**src/rtl/alu_decode_stage.sv**
```systemverilog
// alu_decode_stage: MIPS decode stage in front of the 32-bit ALU.
// Decodes R-type ALU/shift ops and LUI into an ALU operand pair, opcode and
// writeback control, then registers the bundle behind a valid/ready handshake.
// A 2-entry buffer (output register + skid register) gives full throughput
// while in_ready depends only on registered state.
// Optional feature: define ALU_IMM_EN to decode the I-type ALU immediates
// (ADDI/ADDIU/SLTI/SLTIU/ANDI/ORI/XORI); otherwise those opcodes are illegal.
module alu_decode_stage #(
  parameter int unsigned DATA_W = 32,
  parameter int unsigned REG_AW = 5
) (
  input  logic              clk,
  input  logic              rst,
  input  logic              in_valid,
  output logic              in_ready,
  input  logic [DATA_W-1:0] instr,
  input  logic [DATA_W-1:0] rs_data,
  input  logic [DATA_W-1:0] rt_data,
  output logic              out_valid,
  input  logic              out_ready,
  output logic [DATA_W-1:0] alu_a,
  output logic [DATA_W-1:0] alu_b,
  output logic [5:0]        alu_aluc,
  output logic [REG_AW-1:0] dest,
  output logic              wr_en,
  output logic              illegal
);

  typedef struct packed {
    logic [DATA_W-1:0] a;
    logic [DATA_W-1:0] b;
    logic [5:0]        aluc;
    logic [REG_AW-1:0] dest;
    logic              wr_en;
    logic              illegal;
  } bundle_t;

  localparam logic [5:0] ALUC_ADD = 6'b100000;
  localparam logic [5:0] OP_RTYPE = 6'b000000;
  localparam logic [5:0] OP_LUI   = 6'b001111;

  logic [5:0]        opcode;
  logic [5:0]        funct;
  logic [REG_AW-1:0] rt_f;
  logic [REG_AW-1:0] rd_f;
  logic [4:0]        shamt;
  logic [15:0]       imm16;
  logic [4:0]        unused_rs_field;

  assign opcode          = instr[31:26];
  assign funct           = instr[5:0];
  assign rt_f            = instr[20:16];
  assign rd_f            = instr[15:11];
  assign shamt           = instr[10:6];
  assign imm16           = instr[15:0];
  // rs operand arrives pre-read as rs_data; the address field itself is not needed.
  assign unused_rs_field = instr[25:21];

  bundle_t dec;
  bundle_t out_q, out_d;
  bundle_t skid_q, skid_d;
  logic    out_valid_q, out_valid_d;
  logic    skid_valid_q, skid_valid_d;

  // Decode the incoming word; anything unrecognised becomes the illegal bundle.
  always_comb begin
    dec         = '0;
    dec.aluc    = ALUC_ADD;
    dec.illegal = 1'b1;
    case (opcode)
      OP_RTYPE: begin
        case (funct)
          6'b100000, 6'b100001, 6'b100010, 6'b100011,
          6'b100100, 6'b100101, 6'b100110, 6'b100111,
          6'b101010, 6'b101011: begin
            dec.illegal = 1'b0;
            dec.aluc    = funct;
            dec.a       = rs_data;
            dec.b       = rt_data;
            dec.dest    = rd_f;
          end
          6'b000000, 6'b000010, 6'b000011: begin
            dec.illegal = 1'b0;
            dec.aluc    = funct;
            dec.a       = rt_data;
            dec.b       = {{(DATA_W-5){1'b0}}, shamt};
            dec.dest    = rd_f;
          end
          6'b000100, 6'b000110, 6'b000111: begin
            dec.illegal = 1'b0;
            dec.aluc    = funct;
            dec.a       = rs_data;
            dec.b       = rt_data;
            dec.dest    = rd_f;
          end
          default: ;
        endcase
      end
      OP_LUI: begin
        dec.illegal = 1'b0;
        dec.aluc    = OP_LUI;
        dec.a       = {{(DATA_W-16){1'b0}}, imm16};
        dec.b       = '0;
        dec.dest    = rt_f;
      end
`ifdef ALU_IMM_EN
      6'b001000, 6'b001001, 6'b001010, 6'b001011,
      6'b001100, 6'b001101, 6'b001110: begin
        dec.illegal = 1'b0;
        dec.a       = rs_data;
        dec.dest    = rt_f;
        // opcode[2] separates the logical ops (zero-extend) from arithmetic/compare (sign-extend).
        dec.b       = opcode[2] ? {{(DATA_W-16){1'b0}}, imm16}
                                : {{(DATA_W-16){imm16[15]}}, imm16};
        case (opcode[2:0])
          3'd0:    dec.aluc = 6'b100000;
          3'd1:    dec.aluc = 6'b100001;
          3'd2:    dec.aluc = 6'b101010;
          3'd3:    dec.aluc = 6'b101011;
          3'd4:    dec.aluc = 6'b100100;
          3'd5:    dec.aluc = 6'b100101;
          3'd6:    dec.aluc = 6'b100110;
          default: dec.aluc = ALUC_ADD;
        endcase
      end
`endif
      default: ;
    endcase
    dec.wr_en = ~dec.illegal & (dec.dest != '0);
  end

  // Ready depends only on skid occupancy (and is held low in reset).
  assign in_ready = ~skid_valid_q & ~rst;

  // Next-state for the output/skid pair; skid only fills while the output stalls.
  always_comb begin
    out_d        = out_q;
    out_valid_d  = out_valid_q;
    skid_d       = skid_q;
    skid_valid_d = skid_valid_q;
    if (!out_valid_q || out_ready) begin
      if (skid_valid_q) begin
        out_d        = skid_q;
        out_valid_d  = 1'b1;
        skid_valid_d = 1'b0;
      end else if (in_valid) begin
        out_d       = dec;
        out_valid_d = 1'b1;
      end else begin
        out_valid_d = 1'b0;
      end
    end else if (in_valid && !skid_valid_q) begin
      skid_d       = dec;
      skid_valid_d = 1'b1;
    end
  end

  // State registers; reset clears both entries and all output fields.
  always_ff @(posedge clk or posedge rst) begin
    if (rst) begin
      out_q        <= '0;
      out_valid_q  <= 1'b0;
      skid_q       <= '0;
      skid_valid_q <= 1'b0;
    end else begin
      out_q        <= out_d;
      out_valid_q  <= out_valid_d;
      skid_q       <= skid_d;
      skid_valid_q <= skid_valid_d;
    end
  end

  assign out_valid = out_valid_q;
  assign alu_a     = out_q.a;
  assign alu_b     = out_q.b;
  assign alu_aluc  = out_q.aluc;
  assign dest      = out_q.dest;
  assign wr_en     = out_q.wr_en;
  assign illegal   = out_q.illegal;

endmodule
```
**config.mk**
```make
export PLATFORM = sky130hd
export DESIGN_NAME = alu_decode_stage
export DESIGN_NICKNAME = d
export VERILOG_FILES = /design/src/rtl/alu_decode_stage.sv
export SDC_FILE = /design/constraint.sdc
export NUM_CORES = 1
export LEC_CHECK = 0
export BUFFER_PORTS_ARGS = -buffer_cell sky130_fd_sc_hd__buf_2
export CAP_MARGIN = 20
export CELL_PAD_IN_SITES_DETAIL_PLACEMENT = 2
export CELL_PAD_IN_SITES_GLOBAL_PLACEMENT = 2
export CORE_ASPECT_RATIO = 0.5
export CORE_MARGIN = 4
export CORE_UTILIZATION = 32
export DETAILED_ROUTE_END_ITERATION = 8
export HOLD_SLACK_MARGIN = 0.08
export PLACE_DENSITY_LB_ADDON = 0.1
export RECOVER_POWER = 50
export SLEW_MARGIN = 20
export SYNTH_ARGS = -nofsm -noshare
export SYNTH_HDL_FRONTEND = slang
export SYNTH_SLANG_ARGS = --single-unit
```
**constraint.sdc**
```tcl
create_clock -name clk -period 6 [get_ports clk]
set_clock_uncertainty 0.05 [all_clocks]
set_input_delay 0.6 -clock clk [delete_from_list [all_inputs] [get_ports clk]]
set_output_delay 0.6 -clock clk [all_outputs]
set_load 0.01 [all_outputs]
```
# Word-level counts from Yosys, hierarchy flattened
# Index checks and enable logic that the tools add are counted.
# totals
in_bits,100
regBits,156
output_inout_bits,79
# classes
mux,10
n_bitwise,6
n_eq_ne,16
reduce_logical,14
# ops
operator,count
$pmux W75 S2,2
$mux W77,2
$eq A6 B6 Y1 const B,10
$eq A6 B3 Y1 const B,3
$reduce_or A16 Y1,1
$reduce_or A13 Y1,1
$eq A6 B2 Y1 const B,2
$logic_not A6 Y1,2
$eq A6 B4 Y1 const B,1
$mux W1,5
$reduce_bool A5 Y1,1
$not A1 Y1,4
$reduce_and A2 Y1,2
$reduce_bool A2 Y1,2
$reduce_or A3 Y1,1
$and A1 B1 Y1,2
$logic_not A1 Y1,2
$pmux W1 S2,1
$logic_and A1 B1 Y1,1
$logic_or A1 B1 Y1,1

# Longest topological paths before layout
# Gate-level depths: netlist of run 1.
# depth
depth_word,8
depth_mapped,8
depth_no_buf,5

# Worst setup path after synthesis of run 1
# OpenSTA, ideal clock, no wires.
# synth_timing
path_type,input to register
startpoint,input port instr[31]
endpoint,"register out_q, in the netlist alu_a[1]"
arrival_time_ps,1842
path_buffers,1
stages,6
required_time_ps,5863
setup_slack_ps,4022
cell_sequence,nor2_2 nand3_4 a2111oi_4 buf_6 a22oi_1 o211ai_1
# synth_between
elab_chain_len,4
# synth_rtl
element,line_no,rtl
start: declaration,16,"input logic [DATA_W-1:0] instr,"
$eq A6 B4 Y1 / $logic_not A6 Y1 (equally long branches),70,case (opcode)
$pmux W75 S2 *,70,
$mux W77 *,146,end else if (in_valid) begin
$mux W77 *,142,if (skid_valid_q) begin
end signal: assignment,166,out_q <= out_d;
end: declaration,60,"bundle_t out_q, out_d;"
# Every way passes the cells marked *; elsewhere a longest branch is shown, timed or not. The select of a mux whose other input is x is not followed.
# A chain may end at the register's enable or synchronous reset.

# Worst setup path in the final report of run 1
# layout_timing
startpoint,register skid_valid_q
endpoint,"register out_q, in the netlist dest[3]"
# layout_between
elab_chain_len,2
# layout_rtl
element,line_no,rtl
start: declaration,63,"logic skid_valid_q, skid_valid_d;"
start signal: assignment,169,skid_valid_q <= skid_valid_d;
$reduce_bool A2 Y1 (no source line),-,
$reduce_and A2 Y1 (no source line),-,
# Parallel ways exist; a longest one is shown, timed or not.

==> results.py, run 1 <==
metrics = {
    "layout": {
        "postLayoutCoreUtil_pct": 40.1,
        "syn2layout_area_growth_pct": 21.6,
        "layout_common_cells": "155 x dfrtp_1, 101 x nand2_1, 94 x buf_2, 89 x a21oi_1, 81 x clkbuf_1",
        "design_area_um2": 8780,
        "final_common_cell": "dfrtp_1",
        "nNetsFinal": 1028,
        "multi_input_area_um2": 3040,
        "fill_cells": 2466,
        "layout-drive-gt1-share_pct": 16.4,
        "regArea_um2": 3910,
    },
    "critical_path": {
        "critical_path_buf_inv_count": 2,
        "arrival_ns": 4.53,
        "critPathLaunchType": "flip-flop",
        "crit_path_end": "dest[3]",
        "rrSetupSlack_ns": 1.77,
        "critPathMaxStageDelay_ns": 1.48,
        "path_class": "flip-flop to flip-flop",
        "cp_top_family": "buffers and inverters",
        "r2r_start": "skid_valid_q",
        "critical-path-slowest-cell": "clkbuf_1",
        "setup.worst_path.end_class": "flip-flop",
        "path_depth": 6,
        "path_max_fanout": 78,
        "startpoint": "skid_valid_q",
        "rr_worst_depth": 6,
        "crit_chain": "clkbuf_1 > nor2_1 > nor2_4 > buf_4 > nand2_1 > o21ai_0",
        "crit_required_ns": 6.30,
        "reg2reg_to": "dest[3]",
    },
    "routing": {
        "ant_nets": 0,
        "wl_per_cell_um": 22.6,
        "drtPass1Iterations": 4,
        "wirelength_mm": 28.0,
        "routed_via_density": 5.50,
        "drcViolationCount": 0,
        "drt_iter0_drc": 417,
        "dr_total_vias": 6810,
    },
    "sta": {
        "rsz0062_at_grt": "false",
        "max_freq_mhz": 236,
        "setup_tns_ns": 0,
        "whs_ns": 0.364,
        "setup_viol": 0,
        "min_period_ns": 4.23,
        "max_slew_margin_pct": -33.2,
        "finalCritPeriodShare_pct": 70.6,
        "slew_violations": 40,
        "worst_pin_slew_ns": 2.00,
        "hold_violations": 0,
    },
    "cts": {
        "root_buffer": "clkbuf_16",
        "post_cts_buffers": 0,
        "cts_sinks": 156,
        "numCtsBuffers": 17,
        "holdBufCountCts": 0,
        "ctsResizeCount": 0,
        "clockBufferDepth": 2,
        "clock_latency_ns": 0.43,
        "clk_pin_slew_worst_paths_ns": 0.06,
        "cts.htree.levels": 4,
        "cts_tree": "done",
    },
    "power": {
        "comb_power_share_pct": 16.0,
        "power_density_nw_per_um2": 323,
        "power.internal_mw": 2.01,
        "pwr-share-seq_pct": 44.6,
        "p_leak_nw": 3.75,
        "power_switching_uw": 830,
        "clockPowerShare_pct": 39.5,
        "vdd_drop_max_uv": 149,
        "switching_share_pct": 29.3,
    },
    "yosys": {
        "synthArstFlopShare_pct": 100,
        "synth_area_um2": 7230,
        "synthesis.instances": 790,
        "synth_edf_count": 0,
        "synth_fp_nets": 890,
        "synth_warnings": 0,
        "synth_ff_type": "dfrtp_1",
        "synth.avg_cell_area_um2": 9.15,
        "ys_seq_area_share_pct": 54.0,
        "synth_seq_cells": 156,
        "synth_cell_types": 37,
    },
    "die": {
        "num_rows": 38,
        "die_height_um": 114,
        "die_area_um2": 25200,
        "initial_core_util_pct": 33.0,
        "io_pins": 179,
        "core_um2": 21900,
        "die_w_um": 221,
    },
    "job": {
        "maxCapViolCount": 1,
    },
    "global_routing": {
        "grt_pass1_wl_mm": 43.6,
        "grtUsageTotal_pct": 22.6,
        "antenna_found_initial": 4,
        "grt_overflow": 0,
        "grt_max_degree": 101,
        "first_global_vias": 7264,
    },
    "placement": {
        "dpl_cell_area_um2": 8300,
        "io_buffer_count": 173,
        "dp_hpwl_mm": 18.4,
        "place.gp.congestion": 0.807,
    },
    "min_path": {
        "hold_path.class": "input port to flip-flop",
    },
    "outcome": {
        "violations": "max-capacitance violations, max-slew violations",
        "status": "finished with violations",
    },
}
==> registers in the layout (all words and copies together) (netlist names) <==
register	cells
skid_q	77
alu_a	32
alu_b	32
alu_aluc	6
dest	5
illegal	1
out_valid	1
skid_valid_q	1
wr_en	1
==> kinds of logic after synthesis <==
family          after synthesis  share of synthesized area, %
compound gates              256                          21.7
flops                       156                          54.0
simple gates                308                          19.9
buf+inv                      70                          4.38
==> final cells by class <==
type	count	area share, %
Sequential cell	156	44.5
Inverter	4	0.228
Tap cell	300	4.27
Clock inverter	8	1.34
Antenna cell	1	0.0285
Multi-Input combinational cell	564	34.6
Timing Repair Buffer	185	9.72
Clock buffer	21	5.36
==> worst register-to-register path, cell delays in order, from the launching register on <==
cell and delay [ns]:
dfrtp_2 0.72, clkbuf_1 1.50, nor2_1 0.39, nor2_4 0.19, buf_4 0.69, nand2_1 0.37
o21ai_0 0.25
==> power by group through the flow <==
stage	clock network (mW)	logic [mW]	registers (mW)
2_1_floorplan	0	0.220	1.30
3_3_place_gp	0	0.466	1.27
3_5_place_dp	0	0.480	1.28
4_1_cts	1.14	0.486	1.26
5_1_grt	1.19	0.509	1.28
6_report	1.12	0.454	1.26
==> how the worst min path moves through the flow <==
stage / slack, ns / to / depth (start not counted) / start
after global routing: 0.37 / skid_q[40] / 3 / rt_data[27]
after floorplan: 0.38 / skid_q[37] / 2 / skid_q[37]
after global placement: 0.39 / skid_q[18] / 2 / skid_q[18]
after CTS: 0.34 / alu_a[6] / 3 / rs_data[6]
after detailed placement: 0.41 / skid_q[21] / 2 / skid_q[21]
final: 0.36 / alu_a[6] / 3 / rs_data[6]
==> synthesized netlist by cell type (21+ instances only) <==
library cell	count	area (um^2)
nand2_1	102	383
clkbuf_1	42	158
o21ai_0	44	220
or3_1	21	131
nand3_1	58	290
dfrtp_1	156	3900
a22oi_1	34	255
a21oi_1	89	445
a31oi_1	25	156
nor2_1	78	293
==> metal layers <==
| metal | up-vias | global-route usage, % | wire length (um) |
|---|---|---|---|
| li1 | 3115 | - | - |
| met1 | 3510 | 30.7 | 12500 |
| met2 | 149 | 36.7 | 13500 |
| met3 | 30 | 5.36 | 1690 |
| met4 | 6 | 5.86 | 320 |
| met5 | - | 0 | 28 |
==> metrics by stage <==
step	worst slack (ns)	cells	total power, mW
6_report	1.77	1239	2.84
5_1_grt	1.39	1239	2.98
4_1_cts	2.67	1238	2.89
3_5_place_dp	2.31	1209	1.76
3_3_place_gp	2.41	1209	1.74
2_1_floorplan	1.14	790	1.52
(Power assumes the default switching activity.)
==> run 2: changes to the inputs <==
- ABC_AREA: unset -> 1
- CORE_UTILIZATION: 32 -> 31
- clock period: 6 -> 4.35 ns (I/O delays scaled with it)
==> run 2 against run 1 <==
  * The flow still finishes with violations (max-capacitance violations, max-slew violations)
  * Register-to-register slack lost 0.35 ns
  * Critical path type unchanged
  * Synthesized cell count is 20% higher
  * Global-route usage decreased by 0.76 points
  * Sequential power is 35% higher
  * Largest power group unchanged
  * Non-clock buffer count down 2
  * Routed wire length is 5.4% higher
==> results.py, run 2 <==
metrics = {
    "min_path": {
        "hold_path.class": "input port to flip-flop",
    },
    "cts": {
        "clockBufferDepth": 2,
        "root_buffer": "clkbuf_16",
        "cts_tree": "done",
        "holdBufCountCts": 0,
        "post_cts_buffers": 0,
        "clock_latency_ns": 0.45,
        "clk_pin_slew_worst_paths_ns": 0.07,
        "cts_sinks": 156,
        "numCtsBuffers": 17,
        "cts.htree.levels": 4,
        "ctsResizeCount": 0,
    },
    "global_routing": {
        "grt_max_degree": 116,
        "grt_pass1_wl_mm": 45.9,
        "antenna_found_initial": 2,
        "grtUsageTotal_pct": 21.9,
        "first_global_vias": 7916,
        "grt_overflow": 0,
    },
    "sta": {
        "rsz0062_at_grt": "false",
        "worst_pin_slew_ns": 1.66,
        "min_period_ns": 2.94,
        "whs_ns": 0.208,
        "max_freq_mhz": 340,
        "finalCritPeriodShare_pct": 67.5,
        "setup_tns_ns": 0,
        "hold_violations": 0,
        "max_slew_margin_pct": -11.3,
        "setup_viol": 0,
        "slew_violations": 34,
    },
    "yosys": {
        "synth_warnings": 0,
        "synth_common_cells": "257 x nand2_1, 156 x dfrtp_1, 119 x a21oi_1",
        "synth_fp_nets": 1048,
        "synth_ff_type": "dfrtp_1",
        "synth_area_um2": 7620,
        "synth.top_cell.area_share_pct": 51.2,
        "synthArstFlopShare_pct": 100,
        "synthesis.instances": 948,
        "ys_seq_area_share_pct": 51.2,
        "synth_top_area_cell": "dfrtp_1",
        "synth_most_common_cell": "nand2_1",
        "synth_cell_types": 34,
        "synth_edf_count": 0,
        "synth.avg_cell_area_um2": 8.04,
        "synth_area_leaders": "dfrtp_1 51%, nand2_1 13%, a21oi_1 7.8%",
        "synth_seq_cells": 156,
    },
    "layout": {
        "fill_cells": 2801,
        "layout_common_cells": "257 x nand2_1, 156 x dfrtp_1, 135 x buf_2, 119 x a21oi_1, 84 x nor2_1",
        "regArea_um2": 3900,
        "layout-drive-gt1-share_pct": 19.0,
        "largest_reg_flops": 77,
        "multi_input_area_um2": 3100,
        "syn2layout_area_growth_pct": 20.5,
        "nNetsFinal": 1185,
        "regMostFlops": "skid_q",
        "final_common_cell": "nand2_1",
    },
    "critical_path": {
        "reg2reg_to": "alu_aluc[0]",
        "critical_path_buf_inv_count": 2,
        "critPathLaunchType": "flip-flop",
        "path_max_fanout": 37,
        "path_depth": 4,
        "rrSetupSlack_ns": 1.41,
        "startpoint": "skid_valid_q",
        "crit_path_end": "alu_aluc[0]",
        "crit_chain": "clkinv_1 > buf_4 > o211ai_1 > nand2_1",
        "critical-path-slowest-cell": "dfrtp_1",
        "setup.worst_path.end_class": "flip-flop",
        "path_class": "flip-flop to flip-flop",
        "cp_top_family": "buffers and inverters",
        "arrival_ns": 3.22,
        "rr_worst_depth": 4,
        "crit_required_ns": 4.63,
        "r2r_start": "skid_valid_q",
        "critPathMaxStageDelay_ns": 1.14,
    },
    "routing": {
        "wirelength_mm": 29.5,
        "ant_nets": 0,
        "drt_iter0_drc": 334,
        "drtPass1Iterations": 4,
        "routed_via_density": 5.00,
        "drcViolationCount": 0,
        "wl_per_cell_um": 20.6,
        "dr_total_vias": 7187,
    },
    "placement": {
        "io_buffer_count": 173,
        "place.gp.congestion": 0.777,
        "dp_hpwl_mm": 20.2,
    },
    "power": {
        "power_density_nw_per_um2": 412,
        "p_total_mw": 3.78,
        "vdd_drop_max_uv": 193,
        "p_leak_nw": 4.40,
    },
    "die": {
        "die_w_um": 230,
        "core_um2": 24100,
        "die_height_um": 119,
        "initial_core_util_pct": 31.6,
        "io_pins": 179,
        "die_area_um2": 27300,
        "num_rows": 40,
    },
    "outcome": {
        "violations": "max-capacitance violations, max-slew violations",
        "status": "finished with violations",
    },
    "job": {
        "maxCapViolCount": 1,
    },
}
## run 2: logic make-up (layout without fill, tap and decap cells)
kind of cell	count (synthesis)	in the layout	share of synthesized area [%]
buffers and inverters	135	285	8.07
AO/OA/AOI/OAI	240	240	17.6
flip-flops	156	156	51.2
AND/OR/NAND/NOR	417	417	23.1
other	0	2	0
## run 2: metal layers
metal  share of wire [%]  up-vias  GRT usage, %  wire, um
li1                    -     3362             -         -
met1                  46     3697          29.2     13500
met2                  49      101          36.3     14300
met3                 4.4       27          4.30      1300
met4                 1.4        0          6.49       417
met5                   0        -             0         0
## run 2: worst min path at each step
stage | start | end | slack (ns) | cells past startpoint
floorplan | skid_q[12] | skid_q[12] | 0.39 | 2
global placement | skid_q[12] | skid_q[12] | 0.41 | 2
detailed placement | alu_a[13] | alu_a[13] | 0.42 | 2
CTS | rst | alu_a[8] | 0.10 | 2
global route | rt_data[21] | alu_b[21] | 0.22 | 3
finish | rt_data[21] | alu_b[21] | 0.21 | 3
## run 2: cell type report
type	count	share of cell area (%)
repair buffers	183	10.1
diodes	2	0.0545
clock buffers	21	5.02
inverters	70	2.90
multi-input cells	657	33.8
clock inverters	11	1.02
well taps	336	4.58
flip-flops and latches	156	42.5
## run 2: through the flow
| step | worst slack, ns | area [um^2] | instances | util [%] |
|---|---|---|---|---|
| after detailed placement | 1.55 | 8680 | 1402 | 36.1 |
| after CTS | 1.89 | 9230 | 1434 | 38.4 |
| after floorplan | 1.89 | 7620 | 948 | - |
| after global routing | 1.17 | 9180 | 1436 | 38.1 |
| final | 1.41 | 9180 | 1436 | 38.1 |
| after global placement | 1.58 | 8680 | 1402 | 36.1 |
## run 2: worst register-to-register path, delay by kind of cell, from the launching register on
family | cells | cell delay (ns)
AO/OA/AOI/OAI | 1 | 0.22
buffers and inverters | 2 | 1.35
flip-flops | 1 | 1.14
AND/OR/NAND/NOR | 1 | 0.07
## run 2: report_power, final
group	internal, mW	leakage [nW]	switching (mW)	total [mW]
clock network	0.813	0.265	0.645	1.46
registers	1.60	2.04	0.0956	1.70
logic	0.207	2.10	0.421	0.627
